===== config.mk =====
export PLATFORM = sky130hd
export DESIGN_NAME = fetch_mem_ctrl_flat
export DESIGN_NICKNAME = d
export VERILOG_FILES = /design/src/rtl/fetch_mem_ctrl_if.sv /design/src/rtl/fetch_mem_ctrl.sv /design/src/flat_wrapper.sv
export SDC_FILE = /design/constraint.sdc
export NUM_CORES = 1
export LEC_CHECK = 0
export CELL_PAD_IN_SITES_DETAIL_PLACEMENT = 1
export CELL_PAD_IN_SITES_GLOBAL_PLACEMENT = 2
export CORE_UTILIZATION = 32
export CTS_CLUSTER_DIAMETER = 120
export DETAILED_ROUTE_END_ITERATION = 8
export DONT_BUFFER_PORTS = 1
export PLACE_DENSITY_LB_ADDON = 0.05
export SYNTH_ARGS = -nofsm -noshare
export SYNTH_HDL_FRONTEND = slang
export SYNTH_SLANG_ARGS = --single-unit

===== constraint.sdc =====
create_clock -name CLK -period 1.92 [get_ports CLK]
set_input_delay 0.384 -clock CLK [delete_from_list [all_inputs] [get_ports CLK]]
set_output_delay 0.384 -clock CLK [all_outputs]
set_load 0.1 [all_outputs]

===== src/rtl/fetch_mem_ctrl_if.sv =====
`default_nettype none
// ============================================================================
// fetch_mem_ctrl_if : fetch port, data port and SRAM bus of the memory controller
// Rev 1.0
// ============================================================================
interface fetch_mem_ctrl_if;
    logic [15:0] pc_i;
    logic [15:0] instr_o;
    logic        stall_pc_o;
    logic        mem_rd_i;
    logic        mem_wr_i;
    logic [15:0] mem_addr_i;
    logic [15:0] mem_wdata_i;
    logic [15:0] mem_rdata_o;
    logic        mem_busy_o;
    logic [15:0] ram_addr_o;
    logic [15:0] ram_data_i;
    logic [15:0] ram_data_o;
    logic        ram_data_oe_o;
    logic        ram_ce_n_o;
    logic        ram_oe_n_o;
    logic        ram_we_n_o;

    // master is the controller, which owns the SRAM bus
    modport master (
        input  pc_i, mem_rd_i, mem_wr_i, mem_addr_i, mem_wdata_i, ram_data_i,
        output instr_o, stall_pc_o, mem_rdata_o, mem_busy_o,
        output ram_addr_o, ram_data_o, ram_data_oe_o, ram_ce_n_o, ram_oe_n_o, ram_we_n_o
    );

    modport slave (
        output pc_i, mem_rd_i, mem_wr_i, mem_addr_i, mem_wdata_i, ram_data_i,
        input  instr_o, stall_pc_o, mem_rdata_o, mem_busy_o,
        input  ram_addr_o, ram_data_o, ram_data_oe_o, ram_ce_n_o, ram_oe_n_o, ram_we_n_o
    );
endinterface
`default_nettype wire


===== src/rtl/fetch_mem_ctrl.sv =====
`default_nettype none
// ============================================================================
// fetch_mem_ctrl : shares one async SRAM between instruction fetch and data port
// Rev 1.0
// ============================================================================
module fetch_mem_ctrl #(
    parameter int WAIT = 1
) (
    input  wire logic         CLK,
    input  wire logic         RST,
    fetch_mem_ctrl_if.master  bus
);

    typedef enum logic [2:0] {
        S_FETCH    = 3'd0,
        S_DRD      = 3'd1,
        S_WR_SETUP = 3'd2,
        S_WR_PULSE = 3'd3,
        S_WR_HOLD  = 3'd4
    } state_t;

    localparam logic [2:0]  c_last_cnt = 3'(WAIT - 1);
    localparam logic [15:0] c_nop      = 16'h0800;

    state_t      r_state;
    state_t      w_nxt_state;
    logic [2:0]  r_cnt;
    logic [2:0]  w_nxt_cnt;
    logic        r_run;
    logic [15:0] r_rdata;
    logic        r_ce_n;
    logic        r_oe_n;
    logic        r_we_n;
    logic        r_data_oe;

    logic w_req;
    logic w_cnt_last;
    logic w_preempt;
    logic w_fetch_done;
    logic w_data_done;

    assign w_req        = bus.mem_rd_i | bus.mem_wr_i;
    assign w_cnt_last   = (r_cnt == c_last_cnt);
    // Data requests only win at the start of a fetch, never mid-fetch
    assign w_preempt    = r_run && (r_state == S_FETCH) && (r_cnt == 3'd0) && w_req;
    assign w_fetch_done = r_run && (r_state == S_FETCH) && w_cnt_last && !w_preempt;
    assign w_data_done  = ((r_state == S_DRD) && w_cnt_last) || (r_state == S_WR_HOLD);

    always_comb begin
        w_nxt_state = r_state;
        w_nxt_cnt   = r_cnt;
        case (r_state)
            S_FETCH: begin
                if (!r_run) begin
                    w_nxt_cnt = 3'd0;
                end else if (w_preempt) begin
                    w_nxt_state = bus.mem_wr_i ? S_WR_SETUP : S_DRD;
                    w_nxt_cnt   = 3'd0;
                end else if (w_cnt_last) begin
                    w_nxt_cnt = 3'd0;
                end else begin
                    w_nxt_cnt = r_cnt + 3'd1;
                end
            end
            S_DRD: begin
                if (w_cnt_last) begin
                    w_nxt_state = S_FETCH;
                    w_nxt_cnt   = 3'd0;
                end else begin
                    w_nxt_cnt = r_cnt + 3'd1;
                end
            end
            S_WR_SETUP: begin
                w_nxt_state = S_WR_PULSE;
                w_nxt_cnt   = 3'd0;
            end
            S_WR_PULSE: begin
                w_nxt_state = S_WR_HOLD;
                w_nxt_cnt   = 3'd0;
            end
            S_WR_HOLD: begin
                w_nxt_state = S_FETCH;
                w_nxt_cnt   = 3'd0;
            end
            default: begin
                w_nxt_state = S_FETCH;
                w_nxt_cnt   = 3'd0;
            end
        endcase
    end

    // Strobes are decoded from the next state so they are glitch-free flops
    // that the asynchronous reset can release the SRAM with instantly.
    always_ff @(posedge CLK or negedge RST) begin
        if (!RST) begin
            r_state   <= S_FETCH;
            r_cnt     <= 3'd0;
            r_run     <= 1'b0;
            r_rdata   <= 16'h0000;
            r_ce_n    <= 1'b1;
            r_oe_n    <= 1'b1;
            r_we_n    <= 1'b1;
            r_data_oe <= 1'b0;
        end else begin
            r_run   <= 1'b1;
            r_state <= w_nxt_state;
            r_cnt   <= w_nxt_cnt;
            if ((r_state == S_DRD) && w_cnt_last) begin
                r_rdata <= bus.ram_data_i;
            end
            r_ce_n    <= 1'b0;
            r_oe_n    <= !((w_nxt_state == S_FETCH) || (w_nxt_state == S_DRD));
            r_we_n    <= (w_nxt_state != S_WR_PULSE);
            r_data_oe <= (w_nxt_state == S_WR_SETUP) || (w_nxt_state == S_WR_PULSE) ||
                         (w_nxt_state == S_WR_HOLD);
        end
    end

    assign bus.instr_o       = w_fetch_done ? bus.ram_data_i : c_nop;
    assign bus.stall_pc_o    = !w_fetch_done;
    assign bus.mem_busy_o    = r_run && w_req && !w_data_done;
    assign bus.mem_rdata_o   = r_rdata;
    assign bus.ram_addr_o    = (r_state == S_FETCH) ? bus.pc_i : bus.mem_addr_i;
    assign bus.ram_data_o    = bus.mem_wdata_i;
    assign bus.ram_data_oe_o = r_data_oe;
    assign bus.ram_ce_n_o    = r_ce_n;
    assign bus.ram_oe_n_o    = r_oe_n;
    assign bus.ram_we_n_o    = r_we_n;

endmodule
`default_nettype wire


===== src/flat_wrapper.sv =====
// flat-port wrapper written by rule: the top's interface ports become plain ports
module fetch_mem_ctrl_flat 
#(
    parameter int WAIT = 1
)
  (CLK, RST, bus_pc_i, bus_mem_rd_i, bus_mem_wr_i, bus_mem_addr_i, bus_mem_wdata_i, bus_ram_data_i, bus_instr_o, bus_stall_pc_o, bus_mem_rdata_o, bus_mem_busy_o, bus_ram_addr_o, bus_ram_data_o, bus_ram_data_oe_o, bus_ram_ce_n_o, bus_ram_oe_n_o, bus_ram_we_n_o);
  fetch_mem_ctrl_if bus_i ();
  input  wire logic CLK;
  input  wire logic RST;
  input wire logic [$bits(bus_i.pc_i)-1:0] bus_pc_i;
  input wire logic [$bits(bus_i.mem_rd_i)-1:0] bus_mem_rd_i;
  input wire logic [$bits(bus_i.mem_wr_i)-1:0] bus_mem_wr_i;
  input wire logic [$bits(bus_i.mem_addr_i)-1:0] bus_mem_addr_i;
  input wire logic [$bits(bus_i.mem_wdata_i)-1:0] bus_mem_wdata_i;
  input wire logic [$bits(bus_i.ram_data_i)-1:0] bus_ram_data_i;
  output wire logic [$bits(bus_i.instr_o)-1:0] bus_instr_o;
  output wire logic [$bits(bus_i.stall_pc_o)-1:0] bus_stall_pc_o;
  output wire logic [$bits(bus_i.mem_rdata_o)-1:0] bus_mem_rdata_o;
  output wire logic [$bits(bus_i.mem_busy_o)-1:0] bus_mem_busy_o;
  output wire logic [$bits(bus_i.ram_addr_o)-1:0] bus_ram_addr_o;
  output wire logic [$bits(bus_i.ram_data_o)-1:0] bus_ram_data_o;
  output wire logic [$bits(bus_i.ram_data_oe_o)-1:0] bus_ram_data_oe_o;
  output wire logic [$bits(bus_i.ram_ce_n_o)-1:0] bus_ram_ce_n_o;
  output wire logic [$bits(bus_i.ram_oe_n_o)-1:0] bus_ram_oe_n_o;
  output wire logic [$bits(bus_i.ram_we_n_o)-1:0] bus_ram_we_n_o;
  assign bus_i.pc_i = bus_pc_i;
  assign bus_i.mem_rd_i = bus_mem_rd_i;
  assign bus_i.mem_wr_i = bus_mem_wr_i;
  assign bus_i.mem_addr_i = bus_mem_addr_i;
  assign bus_i.mem_wdata_i = bus_mem_wdata_i;
  assign bus_i.ram_data_i = bus_ram_data_i;
  assign bus_instr_o = bus_i.instr_o;
  assign bus_stall_pc_o = bus_i.stall_pc_o;
  assign bus_mem_rdata_o = bus_i.mem_rdata_o;
  assign bus_mem_busy_o = bus_i.mem_busy_o;
  assign bus_ram_addr_o = bus_i.ram_addr_o;
  assign bus_ram_data_o = bus_i.ram_data_o;
  assign bus_ram_data_oe_o = bus_i.ram_data_oe_o;
  assign bus_ram_ce_n_o = bus_i.ram_ce_n_o;
  assign bus_ram_oe_n_o = bus_i.ram_oe_n_o;
  assign bus_ram_we_n_o = bus_i.ram_we_n_o;
  fetch_mem_ctrl #(.WAIT(WAIT)) u_core (.CLK(CLK), .RST(RST), .bus(bus_i));
endmodule

# ---- Word level (Yosys, flattened, before mapping)
# Cells that the tools add are included.
dict set report word_totals {
  word_cells 48
  register_bits 27
  output_inout_bits 70
}
dict set report op_classes {
  n_bitwise 1
  n_eq_ne 9
  reduce_logical 18
  addsub 1
  n_mux 11
}
# op count
set ops {}
lappend ops {{2-to-1 mux 16 bit} 2}
lappend ops {{2-to-1 mux 3 bit} 6}
lappend ops {{== test 3 x 2 -> 1 bit, second input constant} 4}
lappend ops {{case mux 3 bit (4 select lines)} 1}
lappend ops {{zero test 3 bit} 3}
lappend ops {{logical AND 1 bit} 7}
lappend ops {{== test 3 x 1 -> 1 bit, second input constant} 2}
lappend ops {{== test 3 bit, second input constant} 2}
lappend ops {{case mux 3 bit (2 select lines)} 1}
lappend ops {{zero test 1 bit} 4}
lappend ops {{logical OR 1 bit} 4}
lappend ops {{adder 3 x 1 -> 3 bit, second input constant} 1}
lappend ops {{inequality test 3 x 2 -> 1 bit, second input constant} 1}
lappend ops {{2-to-1 mux 2 bit} 1}
lappend ops {{bitwise OR 1 bit} 1}

# ---- Depth between registers and ports, before layout
# Gate-level depths: netlist of the first run.
dict set report depth {
  word_depth 10
  depth_mapped 6
  depth_no_buf 5
}

# ---- Worst setup path after synthesis of the first run
# OpenSTA, ideal clock, no wires.
dict set report synth_timing {
  kind {reg2out}
  startpoint {register u_core.r_cnt[0]}
  endpoint {output port bus_mem_busy_o}
  path_buffers 1
  stages_incl_launch_ff 7
  required_time_ns 1.536
  slack_ns -0.465
  arrival_time_ns 2.001
  cell_sequence {dfrtp_1 inv_1 ha_1 and2b_1 nand3_2 buf_2 and4b_1}
}
dict set report synth_via {
  elab_chain_len 5
}
# item line
set synth_lines {}
lappend synth_lines {{from (decl)} fetch_mem_ctrl.sv:27} ;# logic [2:0] r_cnt;
lappend synth_lines {{from (signal assigned)} fetch_mem_ctrl.sv:107} ;# r_cnt <= w_nxt_cnt;
lappend synth_lines {{zero test 3 bit} fetch_mem_ctrl.sv:43} ;# assign w_cnt_last = (r_cnt == c_last_cnt);
lappend synth_lines {{logical AND 1 bit} fetch_mem_ctrl.sv:47} ;# assign w_data_done = ((r_state == S_DRD) && w_cnt_last) || (r_state == S_WR_HOLD);
lappend synth_lines {{logical OR 1 bit} fetch_mem_ctrl.sv:47}
lappend synth_lines {{zero test 1 bit} fetch_mem_ctrl.sv:121} ;# assign bus.mem_busy_o = r_run && w_req && !w_data_done;
lappend synth_lines {{logical AND 1 bit} fetch_mem_ctrl.sv:121}
lappend synth_lines {{to (decl)} flat_wrapper.sv:19} ;# output wire logic [$bits(bus_i.mem_busy_o)-1:0] bus_mem_busy_o;
# Every way passes these cells.

# ---- Final worst setup path of the first run
dict set report layout_timing {
  startpoint {register u_core.r_state[2]}
  endpoint {output port bus_instr_o[10]}
}
dict set report layout_via {
  elab_chain_len 7
}
# item line
set layout_lines {}
lappend layout_lines {{from (decl)} fetch_mem_ctrl.sv:25} ;# state_t r_state;
lappend layout_lines {{from (signal assigned)} fetch_mem_ctrl.sv:106} ;# r_state <= w_nxt_state;
lappend layout_lines {{zero test 3 bit (*)} {fetch_mem_ctrl.sv:45, fetch_mem_ctrl.sv:46}}
lappend layout_lines {{logical AND 1 bit (*) (2 in a row)} {fetch_mem_ctrl.sv:45, fetch_mem_ctrl.sv:46}}
lappend layout_lines {{logical AND 1 bit} fetch_mem_ctrl.sv:45} ;# assign w_preempt = r_run && (r_state == S_FETCH) && (r_cnt == 3'd0) && w_req;
lappend layout_lines {{zero test 1 bit} fetch_mem_ctrl.sv:46} ;# assign w_fetch_done = r_run && (r_state == S_FETCH) && w_cnt_last && !w_preempt;
lappend layout_lines {{logical AND 1 bit (*)} fetch_mem_ctrl.sv:46}
lappend layout_lines {{2-to-1 mux 16 bit (*)} fetch_mem_ctrl.sv:119} ;# assign bus.instr_o = w_fetch_done ? bus.ram_data_i : c_nop;
lappend layout_lines {{to (decl)} flat_wrapper.sv:16} ;# output wire logic [$bits(bus_i.instr_o)-1:0] bus_instr_o;
# Every way passes the cells marked *; elsewhere a longest branch is shown, timed or not.

==> results of run 1 <==
layer usage:
| metal | part of all wire [%] | vias up |
|---|---|---|
| li1 | - | 472 |
| met1 | 37 | 532 |
| met2 | 53 | 49 |
| met3 | 7.5 | 18 |
| met4 | 1.9 | 0 |
| met5 | 0 | - |
final cells by class:
class	instances	share of cell area (%)
well taps	52	2.92
repair buffers	39	27.6
flip-flops and latches	27	30.5
multi-input cells	81	35.8
inverters	6	1.18
clock buffers	4	2.02
stage by stage:
step           cells  setup slack (ns)  cell area, um2
2_1_floorplan    132            -0.141            1590
3_3_place_gp     191            0.0819            1960
3_5_place_dp     191            0.0151            1960
4_1_cts          206            -0.225            2170
5_1_grt          209            -0.302            2230
6_report         209            -0.233            2230
worst min-delay path by stage:
stage | startpoint | endpoint | slack, ns | cells after the start
global placement | RST | u_core.r_cnt[1] | 0.09 | 0
floorplan | RST | u_core.bus.mem_rdata_o[0] | 0.09 | 0
finish | bus_mem_wr_i | u_core.r_state[0] | 0.21 | 1
detailed placement | RST | u_core.r_run | 0.09 | 0
global route | bus_mem_wr_i | u_core.r_state[0] | 0.21 | 1
CTS | bus_mem_wr_i | u_core.r_state[0] | 0.21 | 1
Yosys cell counts, drive strengths merged:
master	n	area share [%]
and2b	1	0.50
o32ai	1	0.58
nor2b	2	0.82
ha	2	1.6
xnor2	1	0.58
nor2	7	1.7
nand2	4	0.99
and4	1	0.74
buf	20	10
mux2	32	24
o211ai	1	0.50
a21oi	1	0.33
dfstp	3	5.2
nand2b	4	1.6
nand4	1	0.41
and2	15	6.2
nor3	1	1.1
dfrtp	24	40
conb	2	0.50
and4b	1	0.66
nand3	2	0.99
inv	6	1.5
cell usage in the layout (no fill, tap or decap), types with 2 or more instances in the layout:
master	instances
and2_4	15
and4_4	2
buf_12	22
buf_4	12
buf_6	2
clkbuf_8	3
conb_1	2
dfrtp_1	24
dfstp_2	3
inv_1	3
inv_2	2
mux2_2	16
mux2_4	16
nand2_1	4
nand2b_1	4
nor2_1	7
nor2b_1	2
sequential cells by signal, summed over array words and instances (netlist names):
register,cells
u_core.bus.ram_ce_n_o,1
u_core.bus.ram_oe_n_o,1
u_core.r_cnt,3
u_core.r_run,1
u_core.bus.mem_rdata_o,16
u_core.r_state,3
u_core.bus.ram_data_oe_o,1
u_core.bus.ram_we_n_o,1
critical path, stage by stage (launching register included):
cell and delay, ns:
dfrtp_1 0.42, nor3_4 0.24, buf_6 0.16, and4_4 0.32
and2_4 0.36
cell families after synthesis:
logic type,count (synthesis)
buffers and inverters,26
AND/OR/NAND/NOR,39
flip-flops,27
XOR/XNOR,1
AO/OA/AOI/OAI,3
other,2
adder cells (fa/ha/maj),2
multiplexers,32
timing repair:
action                                 in CTS  in global routing
endpoints found under the hold margin      27                  0
cloned                                      2                  2
pin swaps                                  10                 17
setup endpoints to repair                  34                 34
gates resized for setup                    15                  8
setup buffers                               7                  1
hold buffers                                2                  0
==> flow_summary.yaml, run 1 <==
outcome:
  status: "finished with violations"
  violations: "DRC, setup timing"
global_routing:
  grtUsageMet3_pct: 5.13
  grt_pass1_vias: 1174
  grt.overflow.total: 0
  grt.met1_usage_pct: 19.1
  grt_pass1_wl_mm: 6.52
  grt.busiest_layer: "met2"
  grt_antenna_before_repair: 0
  grt_max_degree: 28
  track_usage_pct: 17.2
  grt_util_met2_pct: 31.3
die:
  num_rows: 24
  start_util_pct: 34.1
  pin_count: 138
  core_area_um2: 4440
  die_w_um: 70.8
  dieArea_um2: 5020
  die_y_um: 70.8
drt:
  dr.pass1.iters: 6
  ant_nets: 0
  drt_iter0_drc: 46
  wl_mm: 4.35
  num_vias: 1071
  wl_per_cell_um: 20.8
  vias_per_cell: 5.12
  drc: 24
cells_and_area:
  finalNetCount: 228
  multi_input_area_um2: 798
  post-route-util_pct: 50.2
  n_fill_cell: 447
  antenna_cells: 0
  syn2layout_area_growth_pct: 47.0
  seq_area_um2: 679
  drive_above_1_share_pct: 65.0
worst_setup_path:
  r2r-start: "u_core.r_cnt[0]"
  crit_path_max_fanout: 8
  rr_worst_depth: 8
  r2r-end: "u_core.bus.mem_rdata_o[12]"
  required_ns: 1.54
  startpoint: "u_core.r_state[2]"
  cp.arrival_ns: 1.77
  rrSetupSlack_ns: 0.13
  crit_end: "bus_instr_o[10]"
  endpoint_kind: "output pin"
  critPathLaunchType: "register"
  worst-setup-path-type: "reg2out"
clocking:
  cts_buffer_depth: 2
  cts_made_buffers: 3
  cts_tree: "yes"
  clkTransAtPathRegs_ns: 0.09
  clock_latency_ns: 0.27
  htree_levels: 1
  cts_sinks: 27
  clockRootBuffer: "clkbuf_8"
sta:
  worst_pin_slew_ns: 0.933
  min_period_over_period_pct: 112
  slew-limit-headroom_pct: 37.8
  min_period_ns: 2.15
  setup-tns-final_ns: -5.82
  fmax_mhz: 465
  hold_violations: 0
  timing.hold.ws_ns: 0.214
  setup_viol: 34
  finalMaxSlewViolations: 0
  rsz0062_at_grt: "yes"
  clock_skew_ns: 0.00198
  setup_ws_ns: -0.233
synth:
  syn_avg_cell_area_um2: 11.5
  synth-seq-cells: 27
  synth_xor_area_share_pct: 0.578
  synth_top_family_by_area: "multiplexers"
  syn_inst: 132
  synth_fa_ha_area_share_pct: 1.65
  ys_types: 25
  syn-num-nets: 202
  yosysSeqAreaShare_pct: 44.8
  synth_compound_area_share_pct: 1.40
  synthMuxAreaShare_pct: 23.8
  synth_warnings: 0
  syn_area_um2: 1520
  synthSimpleGateAreaFrac_pct: 15.8
place:
  io_buffer_count: 0
  place.gp.congestion: 0.702
  hpwl_mm: 3.06
hold_path:
  min_path_type: "in2reg"
job:
  cap_violations: 0
Power of run 1 is left out: the tool's default activity adds up to more than one toggle a clock period on the data nets, which glitch-free logic cannot reach.
==> inputs of run 2 (changes only) <==
SLEW_MARGIN = 30   (was default)
==> results of run 2 <==
No change in the layout: final DEF, timing and power equal those of run 1.
Power of run 2 is left out for the same reason.
==> patch 1, RTL diff (settings of run 2) <==
Reset style: synchronous (`RST`), changed in one clocked block. Comments in the files are not updated.
--- a/src/rtl/fetch_mem_ctrl.sv
+++ b/src/rtl/fetch_mem_ctrl.sv
@@ -92,5 +92,5 @@
     // Strobes are decoded from the next state so they are glitch-free flops
     // that the asynchronous reset can release the SRAM with instantly.
-    always_ff @(posedge CLK or negedge RST) begin
+    always_ff @(posedge CLK) begin
         if (!RST) begin
             r_state   <= S_FETCH;
Behaviour: differs if RST is asserted again (counterexample within 4 cycles, from zero or initial values and one cycle with RST low); with RST held inactive, the same outputs for 10 cycles.
==> patch 1 against run 2 <==
Wire length shrank 5.7%. The run still ends with design-rule violations, negative setup slack left. Clock skew grew 0.0048 ns. Hold slack lost 0.087 ns. First-iteration DRC count grew 4.3%. Via count grew 14%. Sequential cell count is the same. Cell area shrank 8.4%. Worst setup slack lost 0.24 ns. Synthesized cell count grew 28%. Synthesized area shrank 0.99%. Critical path depth grew 2.
==> patch 1: results (changes against run 2) <==
Outcome
  – Status: finished with violations
  – Failing checks: design-rule violations, negative setup slack

Placement
  – GPL Wtd Cong: 0.791 (+13%)
  – DP HPWL: 3150 um (+2.8%)

Global route
  – Vias in the first global route: 1270 (+8.2%)
  – Total track usage: 16.3% (-0.97 points)
  – Met3 global-route usage: 4.47% (-0.65 points)

Setup path
  – Worst R2R Start: u_core.r_cnt[1]
  – CP max stage delay: 0.54 ns (+0.12 ns)
  – Critical path origin: u_core.r_cnt[1]
  – Worst r2r dst: u_core.r_cnt[2]
  – Reg2Reg Depth: 7 (-1)
  – Critical path peak fanout: 17 (+9)

Clock network
  – PostCTS Resize Cnt: 7 (-8)
  – Setup bufs post-CTS: 2 (-5)

Routing
  – Residual DRC: 26 (+8.3%)
  – Via count: 1220 (+14%)

STA
  – Final worst setup slack: -0.477 ns (-0.244 ns)
  – Setup-failing EPs final: 34 (unchanged)

Yosys
  – Compound-Gate Fraction of Synth Area: 3.17% (+1.8 points)
  – Synth top cells by count: nand2_1 (33), dfxtp_1 (27), buf_4 (18)
  – Fraction of synthesized cell area in xor and xnor cells: 0.583% (+0.0058 points)
  – Most frequent cell after synthesis: nand2_1
  – Cells after Synth: 169 (+28%)

Worst hold path
  – Worst hold stages: 0 (-1)

Layout
  – Layout Nets: 262 (+15%)
patch 1: changes by cell type in the layout (fill, tap and decap cells not counted), sizes merged, moves of 3 or more:
cell | run 2 | this run
nand2 | 4 | 33
dfstp | 3 | 0
buf | 37 | 43
dfxtp | 0 | 27
dfrtp | 24 | 0
mux2 | 32 | 16
o21ai | 0 | 3
mux2i | 0 | 16
and4 | 3 | 0
patch 1: layout make-up:
type	count	area, um^2
Fill cell	494	2400
Multi-Input combinational cell	110	893
Sequential cell	27	544
Timing Repair Buffer	43	468
Tap cell	52	65.1
Clock buffer	3	41.3
Inverter	7	26.3
Clock inverter	1	5.00
patch 1: per-layer routing:
layer	vias up	routed length [um]
li1	576	-
met1	561	1410
met2	72	2210
met3	11	387
met4	0	90
met5	-	0
patch 1: kinds of logic after synthesis:
logic type,count (synthesis)
buffers and inverters,32
flip-flops,27
AO/OA/AOI/OAI,7
XOR/XNOR,1
adder cells (fa/ha/maj),2
AND/OR/NAND/NOR,68
multiplexers,32
patch 1: power by group:
part / internal, mW / leakage [nW] / switching, mW
clock network: 0.146 / 0.0255 / 0.188
logic: 0.234 / 0.630 / 0.645
registers: 0.584 / 0.222 / 0.00777
patch 1: per-stage QoR:
step | instance area, um^2 | utilization, % | setup WS [ns] | hold WS, ns | TNS [ns]
2_1_floorplan | 1640 | - | -0.348 | 0.406 | -4.16
3_3_place_gp | 1940 | 43.6 | -0.175 | 0.414 | -2.76
3_5_place_dp | 1940 | 43.6 | -0.205 | 0.414 | -3.19
4_1_cts | 2050 | 46.1 | -0.503 | 0.121 | -10.64
5_1_grt | 2040 | 46.0 | -0.566 | 0.111 | -12.22
6_report | 2040 | 46.0 | -0.477 | 0.127 | -9.89
==> patch 2, RTL diff (config.mk and constraints of run 2) <==
Made on the original files. Re-encode `state_t` (5 states) as one-hot, 5 bits wide.
--- a/src/rtl/fetch_mem_ctrl.sv
+++ b/src/rtl/fetch_mem_ctrl.sv
@@ -12,10 +12,10 @@
 );
 
-    typedef enum logic [2:0] {
-        S_FETCH    = 3'd0,
-        S_DRD      = 3'd1,
-        S_WR_SETUP = 3'd2,
-        S_WR_PULSE = 3'd3,
-        S_WR_HOLD  = 3'd4
+    typedef enum logic [4:0] {
+        S_FETCH    = 5'b00001,
+        S_DRD      = 5'b00010,
+        S_WR_SETUP = 5'b00100,
+        S_WR_PULSE = 5'b01000,
+        S_WR_HOLD  = 5'b10000
     } state_t;
 
Function: no difference found for any inputs over 10 cycles, from zero or initial values and one cycle with RST low; not proved beyond that.
==> patch 2 against run 2 <==
The run ends with negative setup slack left. Cell area up 9.9%. Synthesized area is 9.5% higher. Critical path depth grew 2. Sequential cell count grew 2. Worst setup slack worse by 0.046 ns. Wire length is 0.18% lower. Largest cell class unchanged.
Power is not shown: default switching activity piles up to over one toggle a cycle in this logic, so the estimate is an artifact.
==> patch 2: results (changes against run 2) <==
Outcome
  – Status: finished with violations
  – Failing checks: negative setup slack

Global route
  – Met3 global-route usage: 6.50% (+1.4 points)
  – Met1 global-route usage: 14.7% (-4.3 points)
  – Met2 Track Usage GR: 26.4% (-4.9 points)
  – First-pass GRT wire length: 5860 um (-10%)
  – Largest net degree at the start of global routing: 30 (+7.1%)

Placement
  – DP HPWL: 3190 um (+4.1%)
  – Dpl cell area: 2050 um^2 (+4.5%)
  – GPL Wtd Cong: 0.819 (+17%)

Yosys
  – Largest cells by area after synthesis: dfrtp_1 (38%), mux2_2 (21%), buf_4 (8.1%)
  – Synth top cells by count: mux2_2 (31), dfrtp_1 (25), and2_1 (19)
  – Synth Net Count: 212 (+5.0%)
  – Unique masters post-synth: 32 (+28%)
  – Sequential element share of the synthesized area: 44.0% (-0.79 points)
  – Fraction of synthesized cell area in xor and xnor cells: 1.06% (+0.48 points)
  – Compound-Gate Fraction of Synth Area: 3.24% (+1.8 points)
  – Post-synthesis adder-cell area fraction: 1.51% (-0.14 points)

Worst hold path
  – Worst hold stages: 2 (+1)
  – Hold EP: u_core.r_state[2]

Setup path
  – Worst r2r dst: u_core.bus.mem_rdata_o[13]
  – CP endpoint: bus_instr_o[11]
  – Critical path peak fanout: 7 (-1)
  – Reg2Reg Depth: 9 (+1)
  – Critical path origin: u_core.r_cnt[1]
  – Crit path DAT: 1.81 ns (+0.04 ns)
  – FF-to-FF setup slack: 0.04 ns (-0.09 ns)
  – Worst R2R Start: u_core.r_cnt[0]

STA
  – Final worst setup slack: -0.279 ns (-0.0460 ns)
  – Setup-failing EPs final: 34 (unchanged)
  – Slew headroom: 38.7% (+0.87 points)
  – Clock Skews: 0.00175 ns (-0.000230 ns)
  – Fin Setup TNS: -7.70 ns (-1.88 ns)

Routing
  – Metal2 WL: 2280 um (-2.0%)
  – Via density: 4.87 (-4.9%)
  – DRT met1 WL: 1510 um (-6.9%)
  – Drt wl/cell: 18.4 um (-12%)
  – DR iter-0 viols: 33 (-28%)

Layout
  – Fraction of layout cells with a size suffix above 1: 65.7% (+0.71 points)
  – Fill cells: 493 (+10%)
  – Inserted Diodes: 0 (unchanged)

Clock network
  – Clock slew at reported path FFs: 0.06 ns (-0.03 ns)
[patch 2: cell type report]
cell class	instances	area, um^2	share of cell area (%)
Clock buffer	7	86.3	3.52
Clock inverter	1	30.0	1.23
Inverter	7	26.3	1.07
Multi-Input combinational cell	86	945	38.5
Sequential cell	29	731	29.8
Tap cell	67	83.8	3.42
Timing Repair Buffer	39	549	22.4
[patch 2: through the flow]
stage,worst slack [ns],cells
finish,-0.279,236
global route,-0.364,236
CTS,-0.308,230
detailed placement,0.00836,216
global placement,0.0331,216
floorplan,-0.109,142
[patch 2: timing repair]
item                                    4_1_cts  5_1_grt
hold buffers                                  2        0
gates resized for setup                       5       29
hold endpoints to repair                     29        0
pin swaps                                     3        6
endpoints found under the setup margin       34       50
buffers inserted                              4        4
gates cloned                                  0        2
